<file path="config.mk">
export PLATFORM = sky130hd
export DESIGN_NAME = ps2_host_tx
export DESIGN_NICKNAME = d
export VERILOG_FILES = /design/src/rtl/ps2_host_tx.sv
export SDC_FILE = /design/constraint.sdc
export NUM_CORES = 1
export LEC_CHECK = 0
export CAP_MARGIN = 25
export CORE_ASPECT_RATIO = 1.5
export CORE_UTILIZATION = 25
export DETAILED_ROUTE_END_ITERATION = 10
export PLACE_DENSITY = 0.48
export SLEW_MARGIN = 20
export SYNTH_ARGS = -nofsm -noshare
export SYNTH_HDL_FRONTEND = slang
export SYNTH_SLANG_ARGS = --single-unit
export TNS_END_PERCENT = 1
</file>
<file path="constraint.sdc">
create_clock -name clock_fpga -period 2.7 [get_ports clock_fpga]
set_input_delay 0.54 -clock clock_fpga [delete_from_list [all_inputs] [get_ports clock_fpga]]
set_output_delay 0.54 -clock clock_fpga [all_outputs]
set_load 0.05 [all_outputs]
</file>
<file path="src/rtl/ps2_host_tx.sv">
// PS/2 host-to-device transmitter: inhibit, request-to-send, 11-edge frame shift and ACK capture.
// Define PS2_TX_GLITCH_FILTER_EN to require 4 stable samples on the PS/2 clock before edge detection.
`timescale 1ns/1ps
module ps2_host_tx #(
    parameter int unsigned INHIBIT_CYCLES = 5000,
    parameter int unsigned TIMEOUT_CYCLES = 750000,
    parameter int unsigned SYNC_STAGES    = 2
) (
    input  logic       clock_fpga,
    input  logic       reset,
    input  logic [7:0] data_in,
    input  logic       send,
    output logic       busy,
    output logic       done,
    output logic       ack_ok,
    output logic       error,
    input  logic       ps2_clk_in,
    input  logic       ps2_data_in,
    output logic       ps2_clk_oe,
    output logic       ps2_data_oe
);

    localparam int unsigned MaxCnt = (INHIBIT_CYCLES > TIMEOUT_CYCLES) ? INHIBIT_CYCLES
                                                                       : TIMEOUT_CYCLES;
    localparam int unsigned CntW = $clog2(MaxCnt + 1);
    localparam logic [CntW-1:0] InhLast   = CntW'(INHIBIT_CYCLES - 1);
    localparam logic [CntW-1:0] InhDataOn = CntW'(INHIBIT_CYCLES - 2);
    localparam logic [CntW-1:0] ToLast    = CntW'(TIMEOUT_CYCLES - 1);

    typedef enum logic [2:0] {
        StIdle,
        StInhibit,
        StRts,
        StShift,
        StAck,
        StWaitIdle
    } state_e;

    state_e state_q, state_d;
    logic [CntW-1:0] cnt_q, cnt_d;
    logic [3:0] bit_cnt_q, bit_cnt_d;
    logic [8:0] shift_q, shift_d;
    logic ack_bit_q, ack_bit_d;
    logic busy_q, busy_d;
    logic done_q, done_d;
    logic ack_ok_q, ack_ok_d;
    logic error_q, error_d;
    logic clk_oe_q, clk_oe_d;
    logic data_oe_q, data_oe_d;

    logic [SYNC_STAGES-1:0] clk_sync_q, data_sync_q;
    logic clk_s, data_s, clk_lvl, clk_lvl_q, fall;
    logic in_gap, wait_done;

    // Idle-high reset of the synchronizers avoids a false falling edge after reset.
    always_ff @(posedge clock_fpga) begin
        if (reset) begin
            clk_sync_q  <= '1;
            data_sync_q <= '1;
            clk_lvl_q   <= 1'b1;
        end else begin
            clk_sync_q[0]  <= ps2_clk_in;
            data_sync_q[0] <= ps2_data_in;
            for (int i = 1; i < SYNC_STAGES; i++) begin
                clk_sync_q[i]  <= clk_sync_q[i-1];
                data_sync_q[i] <= data_sync_q[i-1];
            end
            clk_lvl_q <= clk_lvl;
        end
    end

    assign clk_s  = clk_sync_q[SYNC_STAGES-1];
    assign data_s = data_sync_q[SYNC_STAGES-1];

`ifdef PS2_TX_GLITCH_FILTER_EN
    logic [2:0] clk_hist_q;

    always_ff @(posedge clock_fpga) begin
        if (reset) begin
            clk_hist_q <= '1;
        end else begin
            clk_hist_q <= {clk_hist_q[1:0], clk_s};
        end
    end

    // New level is taken only once the current and three previous samples agree.
    always_comb begin
        clk_lvl = clk_lvl_q;
        if (clk_hist_q == {3{clk_s}}) begin
            clk_lvl = clk_s;
        end
    end
`else
    always_comb begin
        clk_lvl = clk_s;
    end
`endif

    assign fall      = clk_lvl_q & ~clk_lvl;
    assign in_gap    = (state_q == StRts) || (state_q == StShift) ||
                       (state_q == StAck) || (state_q == StWaitIdle);
    assign wait_done = (state_q == StWaitIdle) && clk_lvl && data_s;

    always_comb begin
        state_d   = state_q;
        cnt_d     = cnt_q;
        bit_cnt_d = bit_cnt_q;
        shift_d   = shift_q;
        ack_bit_d = ack_bit_q;
        busy_d    = busy_q;
        done_d    = 1'b0;
        error_d   = 1'b0;
        ack_ok_d  = ack_ok_q;
        clk_oe_d  = clk_oe_q;
        data_oe_d = data_oe_q;

        unique case (state_q)
            StIdle: begin
                if (send) begin
                    shift_d   = {~^data_in, data_in};
                    busy_d    = 1'b1;
                    ack_ok_d  = 1'b0;
                    cnt_d     = '0;
                    bit_cnt_d = '0;
                    clk_oe_d  = 1'b1;
                    data_oe_d = (INHIBIT_CYCLES == 32'd1);
                    state_d   = StInhibit;
                end
            end
            StInhibit: begin
                if (cnt_q == InhLast) begin
                    clk_oe_d  = 1'b0;
                    data_oe_d = 1'b1;
                    cnt_d     = '0;
                    state_d   = StRts;
                end else begin
                    cnt_d = cnt_q + CntW'(1);
                    if (cnt_q == InhDataOn) begin
                        data_oe_d = 1'b1;
                    end
                end
            end
            StRts: begin
                if (fall) begin
                    data_oe_d = ~shift_q[0];
                    shift_d   = {1'b0, shift_q[8:1]};
                    bit_cnt_d = 4'd1;
                    state_d   = StShift;
                end
            end
            StShift: begin
                if (fall) begin
                    bit_cnt_d = bit_cnt_q + 4'd1;
                    if (bit_cnt_q == 4'd9) begin
                        data_oe_d = 1'b0;
                        state_d   = StAck;
                    end else begin
                        data_oe_d = ~shift_q[0];
                        shift_d   = {1'b0, shift_q[8:1]};
                    end
                end
            end
            StAck: begin
                if (fall) begin
                    ack_bit_d = ~data_s;
                    state_d   = StWaitIdle;
                end
            end
            StWaitIdle: begin
                if (wait_done) begin
                    done_d   = 1'b1;
                    busy_d   = 1'b0;
                    ack_ok_d = ack_bit_q;
                    cnt_d    = '0;
                    state_d  = StIdle;
                end
            end
            default: state_d = StIdle;
        endcase

        // Gap watchdog; a falling edge in the same cycle takes priority over the timeout.
        if (in_gap) begin
            if (fall) begin
                cnt_d = '0;
            end else if (!wait_done) begin
                if (cnt_q == ToLast) begin
                    clk_oe_d  = 1'b0;
                    data_oe_d = 1'b0;
                    error_d   = 1'b1;
                    busy_d    = 1'b0;
                    ack_ok_d  = 1'b0;
                    cnt_d     = '0;
                    bit_cnt_d = '0;
                    state_d   = StIdle;
                end else begin
                    cnt_d = cnt_q + CntW'(1);
                end
            end
        end
    end

    always_ff @(posedge clock_fpga) begin
        if (reset) begin
            state_q   <= StIdle;
            cnt_q     <= '0;
            bit_cnt_q <= '0;
            shift_q   <= '0;
            ack_bit_q <= 1'b0;
            busy_q    <= 1'b0;
            done_q    <= 1'b0;
            ack_ok_q  <= 1'b0;
            error_q   <= 1'b0;
            clk_oe_q  <= 1'b0;
            data_oe_q <= 1'b0;
        end else begin
            state_q   <= state_d;
            cnt_q     <= cnt_d;
            bit_cnt_q <= bit_cnt_d;
            shift_q   <= shift_d;
            ack_bit_q <= ack_bit_d;
            busy_q    <= busy_d;
            done_q    <= done_d;
            ack_ok_q  <= ack_ok_d;
            error_q   <= error_d;
            clk_oe_q  <= clk_oe_d;
            data_oe_q <= data_oe_d;
        end
    end

    assign busy        = busy_q;
    assign done        = done_q;
    assign ack_ok      = ack_ok_q;
    assign error       = error_q;
    assign ps2_clk_oe  = clk_oe_q;
    assign ps2_data_oe = data_oe_q;

endmodule
</file>
# Yosys cells after proc, flatten, opt, wreduce, memory -nomap -nowiden
# Index checks and enable logic that the tools add are counted.
# word_totals
inputBits	13
regBits	48
# op_classes
bitwise_logic	6
eq_ne	13
n_reduce_logical	12
muxes	67
add_sub_neg	2
# op_table
op	count
20-bit two-way mux	7
20-bit case mux with 3 select lines	1
20-bit by 13-bit equality test with 1-bit output, second input constant	2
9-bit two-way mux	4
3-bit two-way mux	11
1-bit two-way mux	30
4-bit two-way mux	7
9-bit case mux with 3 select lines	1
20-bit by 1-bit adder with 20-bit output, second input constant	1
20-bit equality test, second input constant	1
3-bit case mux with 6 select lines	1
4-bit case mux with 3 select lines	1
2-bit != test, second input constant	4
8-bit XNOR reduction	1
3-bit by 2-bit equality test with 1-bit output, second input constant	2
3-bit equality test, second input constant	2
1-bit case mux with 2 select lines	3
1-bit inverter	5
5-bit AND reduction	1
4-bit by 1-bit adder with 4-bit output, second input constant	1
4-bit equality test, second input constant	1
1-bit case mux with 4 select lines	1
4-bit OR reduction	1
3-bit by 1-bit equality test with 1-bit output, second input constant	1
other kinds (7)	10

# Depth between registers and ports, before layout
# Gate-level depths: netlist of the first run.
# logic_depth
ltp_word	9
depth_mapped	8
ltp_nobuf	7

# Worst setup path after synthesis of the first run
# OpenSTA, ideal clock, no wires.
# synth_timing
path_kind	reg2reg
startpoint	register cnt_q[2]
endpoint	register cnt_q[8]
path_stages_with_launch	8
slack_ps	874
synth_period_minus_slack_ps	1826
required_ps	2560
t_arrival_ps	1686
setup_ps	140
cell_sequence	dfxtp_1 buf_2 or3b_1 nor3b_2 a41o_1 a211o_1 buf_4 a311oi_2
# synth_between
elab_chain_cells	6
word_cells_on_any_way	9
# synth_rtl
item	line	rtl
start: declaration	40	logic [CntW-1:0] cnt_q, cnt_d;
start signal: assignment	217	cnt_q <= cnt_d;
20-bit by 1-bit adder with 20-bit output or 20-bit by 13-bit equality test with 1-bit output (tied branches)	137, 196, 131	
20-bit two-way mux	131	if (cnt_q == InhLast) begin
20-bit case mux with 3 select lines	117	unique case (state_q)
20-bit two-way mux	185	end else if (!wait_done) begin
20-bit two-way mux	183	if (fall) begin
20-bit two-way mux (*)	182	if (in_gap) begin
# Every way passes the cells marked *; elsewhere a longest branch is shown, timed or not.
# A chain may end at the register's enable or synchronous reset.

# Worst setup path in the final report of the first run
# layout_timing
startpoint	register cnt_q[2]
endpoint	register cnt_q[19]
# The elaborated chain is that of the path after synthesis.

==> impl_metrics.ini, run 1 <==
[clock_tree]
cts_made_buffers = 5
cts_sinks = 48
cts_setup_buffers = 0
cts_tree = built
post_cts_resize_count = 0
cts-htree-levels = 2
worstSkewPairLatency_ns = 0.29
clk_pin_slew_ns = 0.07
clockBufferDepth = 2
cts_hold_buf = 0
cts_root_buf = clkbuf_16

[critical_path]
crit_slowest_cell = a211o_1
slowest_delay_ns = 0.49
cp_cell_sequence = or3b_1, nor3b_2, a41o_1, a211o_1, a211oi_1
r2r_end = cnt_q[19]
r2r_cells = 5
endpoint = cnt_q[19]
startpoint = cnt_q[2]
rr_startpoint = cnt_q[2]
critPathRequiredTime_ns = 2.85
crit_buf_inv = 0
end_kind = flop
critPathLaunchType = flop
cp_top_family = compound AO/OA/AOI/OAI gates
arrival_ns = 2.47
cp_max_fo = 10
reg2reg_setup_slack_ns = 0.39
criticalPathCategory = flop to flop
path_depth = 5

[power]
p_leak_nw = 1.106
p_comb_frac = 0.112
clkPwrFrac = 0.437
p_int_w = 0.001245
vdd_drop_max_v = 0.0002404
p_switching_w = 0.0004063
netSwitchingFraction = 0.2461
seqPwrFrac = 0.451
power_density_nw_per_um2 = 504.0

[global_routing]
grt_max_degree = 22
grt_antenna_before_repair = 0
grt_pass1_vias = 2506
grt_pass1_wl_um = 12320
grt.total_usage = 0.1390
grt-ovfl-total = 0

[cells_and_area]
fin_util = 0.3093
area_delta_synth_final_pct = 20.31
finalNonFillerCells = 498
layout-drive-gt1-share = 0.1328
nets = 371
diodes = 0

[run]
max_cap_viol_count = 0

[placed_design]
placement.io_buffers = 18
gp_congestion = 0.8514
dp_hpwl_um = 5407
place_inst = 490

[synth]
synth_seq_area_share = 0.3529
synth_area_um2 = 2723
yosysUniqueCellTypes = 59
yosysWarnings = 0
synth_top_flop_cell = dfxtp_1
synth_top_area_frac = 0.3529
synthTopCellsByCount = 48 x dfxtp_1, 39 x nand2_1, 27 x nor2_1
synth.most_common_cell = dfxtp_1
async_flop_share = 0
synth_largest_area_cell = dfxtp_1
synthCells = 333
synth_top_cells_by_area = dfxtp_1 35%, nand2_1 5.4%, a21oi_1 4.0%, a311oi_1 3.9%, nor2_1 3.7%
ys_ff_latch = 48
syn_nets = 351
synth_edf_count = 0
avgSynthCellArea_um2 = 8.176

[sta]
finalSetupViolations = 0
finalMaxSlewViolations = 0
hold_viol = 0
min_period_ns = 2.312
period_share = 0.8562
timing.setup.tns_ns = 0
holdWs_ns = 0.4124
fmax_mhz = 432.6
fin_skew_ns = 0.002877
relSlewSlack = 0.6418
tightest_slew_ns = 0.5374
rsz0062_at_grt = no

[floorplan]
core-area_um2 = 10590
rows = 46
die_height_um = 129.8
start_util = 0.2571
die_w_um = 87.21
io_pins = 19
die_area_um2 = 11320

[drt]
wl_um = 7352
drc = 0
dr.pass1.iters = 4
vias = 2545
wl_per_cell_um = 14.76
via_per_inst = 5.110
ant_nets = 0
first_iter_violations = 95

[hold_path]
min-delay-start = clk_sync_q[0]
min_path_type = flop to flop

[status]
status = complete, no violations
## placed cells by master (no fill, tap or decap), drive strengths merged, types with 3 or more instances in the layout
cell type and instances:
a211oi 5, a21o 6, a21oi 23, a311oi 17
a31oi 8, a41oi 4, and2 3, and3 5
and4 3, buf 16, clkbuf 5, clkdlybuf4s50 18
dfxtp 48, ha 5, inv 12, nand2 39
nand2b 6, nand3 9, nand4 3, nor2 28
nor2b 5, nor3 7, nor3b 3, nor4 8
o21ai 14, o22ai 3, o31a 4, or2 6
or3 3, or3b 3, xnor2 8
## how the worst min path moves through the flow
stage / endpoint / slack (ns) / cells after the start
final: clk_sync_q[1] / 0.41 / 1
after global routing: clk_sync_q[1] / 0.42 / 1
after CTS: clk_sync_q[1] / 0.42 / 1
after detailed placement: clk_sync_q[1] / 0.40 / 1
after global placement: clk_sync_q[1] / 0.40 / 1
after floorplan: clk_sync_q[1] / 0.39 / 1
## sequential cells by signal, summed over array words and instances, names as in the netlist
register and count:
ack_bit_q 1, ack_ok 1, bit_cnt_q 4, busy 1, clk_lvl_q 1, clk_sync_q 2, cnt_q 20, data_sync_q 2
done 1, error 1, ps2_clk_oe 1, ps2_data_oe 1, shift_q 9, state_q 3
## power groups by stage
stage / combinational, W / clock [W] / sequential [W]
floorplan: 0.000117 / 0 / 0.000765
global placement: 0.000187 / 0 / 0.000760
detailed placement: 0.000188 / 0 / 0.000761
CTS: 0.000189 / 0.000740 / 0.000744
global route: 0.000204 / 0.000768 / 0.000747
finish: 0.000186 / 0.000721 / 0.000744
## final cells by class
type / count / area [um2]
clock inverters: 3 / 42.54
well taps: 144 / 180.2
fillers: 1201 / 7315
inverters: 12 / 45.04
flip-flops and latches: 48 / 960.9
repair buffers: 34 / 300.3
multi-input cells: 252 / 1622
clock buffers: 5 / 125.1
## metal layers
metal	global-route usage	vias up	routed length, um
li1	-	1275	-
met1	0.1542	1213	3136
met2	0.2608	45	3846
met3	0.02404	12	218
met4	0.05207	0	150
met5	0	-	0
## kinds of logic after synthesis
kind of cell	Yosys count	synth area share
and+or+nand+nor	139	0.2679
AOI/OAI and AO/OA	97	0.2675
DFF	48	0.3529
buffers and inverters	33	0.05147
xor gates and xnor gates	9	0.02895
adders and majority gates	5	0.02298
muxes	2	0.008271
## through the flow
step	power (W)	setup WS [ns]	instance area, um2
after floorplan	0.0008813	0.8742	2723
after global placement	0.0009473	0.4611	3108
after detailed placement	0.0009491	0.3544	3108
after CTS	0.001674	0.3522	3276
after global routing	0.001720	0.2230	3276
final	0.001651	0.3882	3276
Power figures use the tool's default switching activity.
==> inputs of run 2 (changes only) <==
clock period = 2.81 ns   (was 2.7 ns; I/O delays follow)
==> run 2 against run 1 <==
Clock skew increased by 0.0010 ns; maximum frequency decreased by 4.4%; critical path depth did not move.
==> impl_metrics.ini, run 2 (same netlist as run 1, synthesis figures left out) <==
[status]
status = complete, no violations

[cells_and_area]
reg_top3 = cnt_q x20, shift_q x9, bit_cnt_q x4
nFillCells = 1162
finalNonFillerCells = 495
final_common_cell = dfxtp_1
multi_input_area_um2 = 1622
largest_reg_flops = 20
seqCellArea_um2 = 960.9
final_cell_mix = 48 x dfxtp_1, 39 x nand2_1, 27 x nor2_1
diodes = 0
top_register = cnt_q
nets = 368
layout-drive-gt1-share = 0.1254
area_delta_synth_final_pct = 18.98

[placed_design]
place_inst = 487
gp_congestion = 0.8210
placement.io_buffers = 18
dp_hpwl_um = 5490

[critical_path]
cp_cell_sequence = inv_2, o31ai_2, and4bb_1, a211o_1, a311oi_2
end_kind = flop
crit_slowest_cell = dfxtp_1
criticalPathCategory = flop to flop
cp_top_family = compound AO/OA/AOI/OAI gates
critPathRequiredTime_ns = 3.01
cp_max_fo = 17
arrival_ns = 2.62
critPathLaunchType = flop
crit_buf_inv = 1
slowest_delay_ns = 0.68

[clock_tree]
worstSkewPairLatency_ns = 0.29
cts_made_buffers = 5
post_cts_resize_count = 0
cts_setup_buffers = 0
cts_root_buf = clkbuf_16
clk_pin_slew_ns = 0.07
cts-htree-levels = 2
cts_tree = built
cts_sinks = 48
clockBufferDepth = 2
cts_hold_buf = 0

[power]
netSwitchingFraction = 0.2515
power_w = 0.001510
p_comb_frac = 0.113
seqPwrFrac = 0.476
p_leak_nw = 1.078
clkPwrFrac = 0.410
vdd_drop_max_v = 0.0001953
power_density_nw_per_um2 = 466.0
p_switching_w = 0.0003796
p_int_w = 0.001130

[sta]
finalSetupViolations = 0
tightest_slew_ns = 0.7028
finalMaxSlewViolations = 0
rsz0062_at_grt = no
fmax_mhz = 413.6
hold_viol = 0
period_share = 0.8603
relSlewSlack = 0.5306
timing.setup.tns_ns = 0
fin_skew_ns = 0.003879
min_period_ns = 2.418

[floorplan]
die_area_um2 = 11320
rows = 46
start_util = 0.2571
die_height_um = 129.8
core-area_um2 = 10590
die_w_um = 87.21
io_pins = 19

[global_routing]
grt_max_degree = 23
grt.total_usage = 0.1391
grt_antenna_before_repair = 0
grt_pass1_vias = 2474
grt-ovfl-total = 0
grt_pass1_wl_um = 12180

[drt]
dr.pass1.iters = 4
ant_nets = 0
wl_um = 7403
drc = 0
vias = 2571
via_per_inst = 5.194
first_iter_violations = 92
wl_per_cell_um = 14.96

[hold_path]
min_path_type = flop to flop

[run]
max_cap_viol_count = 0
[run 2: layout make-up]
type | instances | share of cell area
Clock buffer | 6 | 0.04287
Inverter | 12 | 0.01390
Multi-Input combinational cell | 252 | 0.5006
Timing Repair Buffer | 31 | 0.08575
Tap cell | 144 | 0.05562
Sequential cell | 48 | 0.2966
Clock inverter | 2 | 0.004635
[run 2: final timing paths]
path / start / end / slack [ns] / depth (start not counted)
worst min register to register: clk_sync_q[0] / clk_sync_q[1] / 0.41 / 1
worst max-delay path: state_q[0] / cnt_q[12] / 0.39 / 5
worst max register to register: state_q[0] / cnt_q[12] / 0.39 / 5
worst min-delay path: clk_sync_q[0] / clk_sync_q[1] / 0.41 / 1
[run 2: layer usage]
metal,share of wire,global-route usage,vias up
li1,-,-,1272
met1,0.41,0.1495,1253
met2,0.55,0.2645,40
met3,0.028,0.02593,6
met4,0.010,0.05400,0
met5,0,0,-
[run 2: power by group through the flow]
stage,logic [W],registers [W],clock network [W]
floorplan,0.000112,0.000735,0
finish,0.000171,0.000719,0.000619
CTS,0.000174,0.000719,0.000643
detailed placement,0.000173,0.000734,0
global placement,0.000173,0.000734,0
global route,0.000188,0.000722,0.000668
[run 2: stage by stage]
stage                     hold WS [ns]  area, um2  utilization  setup WS (ns)
after floorplan                 0.3895       2723            -         0.9842
after global placement          0.3972       3085       0.2914         0.4909
after detailed placement        0.3945       3085       0.2914         0.4481
after CTS                       0.4106       3239       0.3059         0.4174
after global routing            0.4157       3239       0.3059         0.2457
final                           0.4093       3239       0.3059         0.3925
==> inputs of run 3 (changes only) <==
ABC_AREA = 0   (was unset)
CORE_ASPECT_RATIO = unset   (was 1.5)
clock period = 2.5 ns   (was 2.81 ns; I/O delays follow)
==> run 3 against run 2 <==
Clock power is 21% lower; register-to-register slack worse by 0.20 ns; maximum frequency grew 4.8%; largest cell class unchanged.
==> impl_metrics.ini, run 3 (same netlist as run 1, synthesis figures left out) <==
[sta]
period_share = 0.9231
finalMaxSlewViolations = 0
timing.setup.tns_ns = 0
fmax_mhz = 433.3
finalSetupViolations = 0
min_period_ns = 2.308
relSlewSlack = 0.6538
rsz0062_at_grt = no
tightest_slew_ns = 0.5193
fin_skew_ns = 0.005630
hold_viol = 0
fin_ws_ns = 0.1923

[clock_tree]
cts_setup_buffers = 0
cts_tree = built
clk_pin_slew_ns = 0.09
post_cts_resize_count = 0
cts_sinks = 48
cts-htree-levels = 2
cts_made_buffers = 5
cts_root_buf = clkbuf_8
cts_hold_buf = 0
clockBufferDepth = 2
worstSkewPairLatency_ns = 0.30

[placed_design]
dp_hpwl_um = 5116
gp_congestion = 0.8115
placed_area_um2 = 3098
place_ws_ns = 0.2368
placement.io_buffers = 18

[critical_path]
slowest_delay_ns = 0.50
arrival_ns = 2.49
reg2reg_setup_slack_ns = 0.19
cp_max_fo = 10
end_kind = flop
crit_slowest_cell = dfxtp_1
critPathLaunchType = flop
critPathRequiredTime_ns = 2.68
cp_cell_sequence = or3b_1, nor3b_2, a41o_1, a211o_1, nor2_1
criticalPathCategory = flop to flop

[drt]
first_iter_violations = 186
wl_per_cell_um = 14.48
wl_um = 7096
ant_nets = 0
drc = 0
vias = 2549
dr.pass1.iters = 4
via_per_inst = 5.202

[cells_and_area]
largest_reg_flops = 20
final_common_cell = dfxtp_1
reg_top3 = cnt_q x20, shift_q x9, bit_cnt_q x4
layout-drive-gt1-share = 0.1271
final_cell_mix = 48 x dfxtp_1, 39 x nand2_1, 27 x nor2_1
diodes = 0
top_register = cnt_q
fin_area_um2 = 3188
nets = 371
area_delta_synth_final_pct = 17.10

[global_routing]
globalRouteMet3Util = 0.02391
grt_pass1_wl_um = 12090
grt_max_degree = 23
grt.total_usage = 0.1346
grt-ovfl-total = 0
top_usage_layer = met2
grt_pass1_vias = 2324
grt_antenna_before_repair = 0
met2_usage = 0.2115
grtUsageMet1 = 0.1838

[run]
max_cap_viol_count = 0

[floorplan]
die_area_um2 = 11310
core-area_um2 = 10460
start_util = 0.2602
rows = 37
die_w_um = 106.4
die_height_um = 106.4
io_pins = 19

[power]
power_density_nw_per_um2 = 467.3
vdd_drop_max_v = 0.0002568
p_leak_nw = 1.070

[status]
status = complete, no violations

[hold_path]
min_path_type = flop to flop
## run 3: cell count changes in the layout (fill, tap and decap cells not counted)
cell,change
buf_4,+3
clkbuf_1,+2
clkbuf_16,-5
clkbuf_8,+5
clkinvlp_4,-2
## run 3: report_power, final
| part | switching [W] | total [W] | internal, W |
|---|---|---|---|
| clock network | 0.000259 | 0.000486 | 0.000226 |
| logic | 0.000117 | 0.000202 | 0.0000855 |
| registers | 0.0000142 | 0.000802 | 0.000788 |
| total | 0.000390 | 0.00149 | 0.00110 |
## run 3: layer usage
metal / wire length (um) / part of all wire
met2: 3193 / 0.45
met5: 0 / 0
met4: 144 / 0.020
met1: 3498 / 0.49
met3: 259 / 0.036
## run 3: path summary, 6_finish.rpt
kind,start,end,cells after the start
min,clk_sync_q[0],clk_sync_q[1],1
max reg2reg,cnt_q[2],cnt_q[5],5
min reg2reg,clk_sync_q[0],clk_sync_q[1],1
max,cnt_q[2],cnt_q[5],5
## run 3: layout make-up
class,instances,area (um2)
fill,1147,7274
multi-input combinational,252,1622
sequential,48,960.9
timing repair buffer,34,300.3
tap,136,170.2
clock buffer,8,90.09
inverter,12,45.04
## run 3: through the flow
step                hold WS (ns)  utilization  cells   power, W
CTS                       0.4305       0.3047    490   0.001514
global route              0.4482       0.3047    490   0.001564
finish                    0.4244       0.3047    490   0.001490
detailed placement        0.4094       0.2961    482   0.001023
global placement          0.3979       0.2961    482   0.001021
floorplan                 0.3895            -    333  0.0009518
## run 3: critical path, delay by kind of cell, from the launching register on
kind / cells / cell delay [ns]
compound gates: 2 / 0.82
simple gates: 3 / 0.86
flops: 1 / 0.50
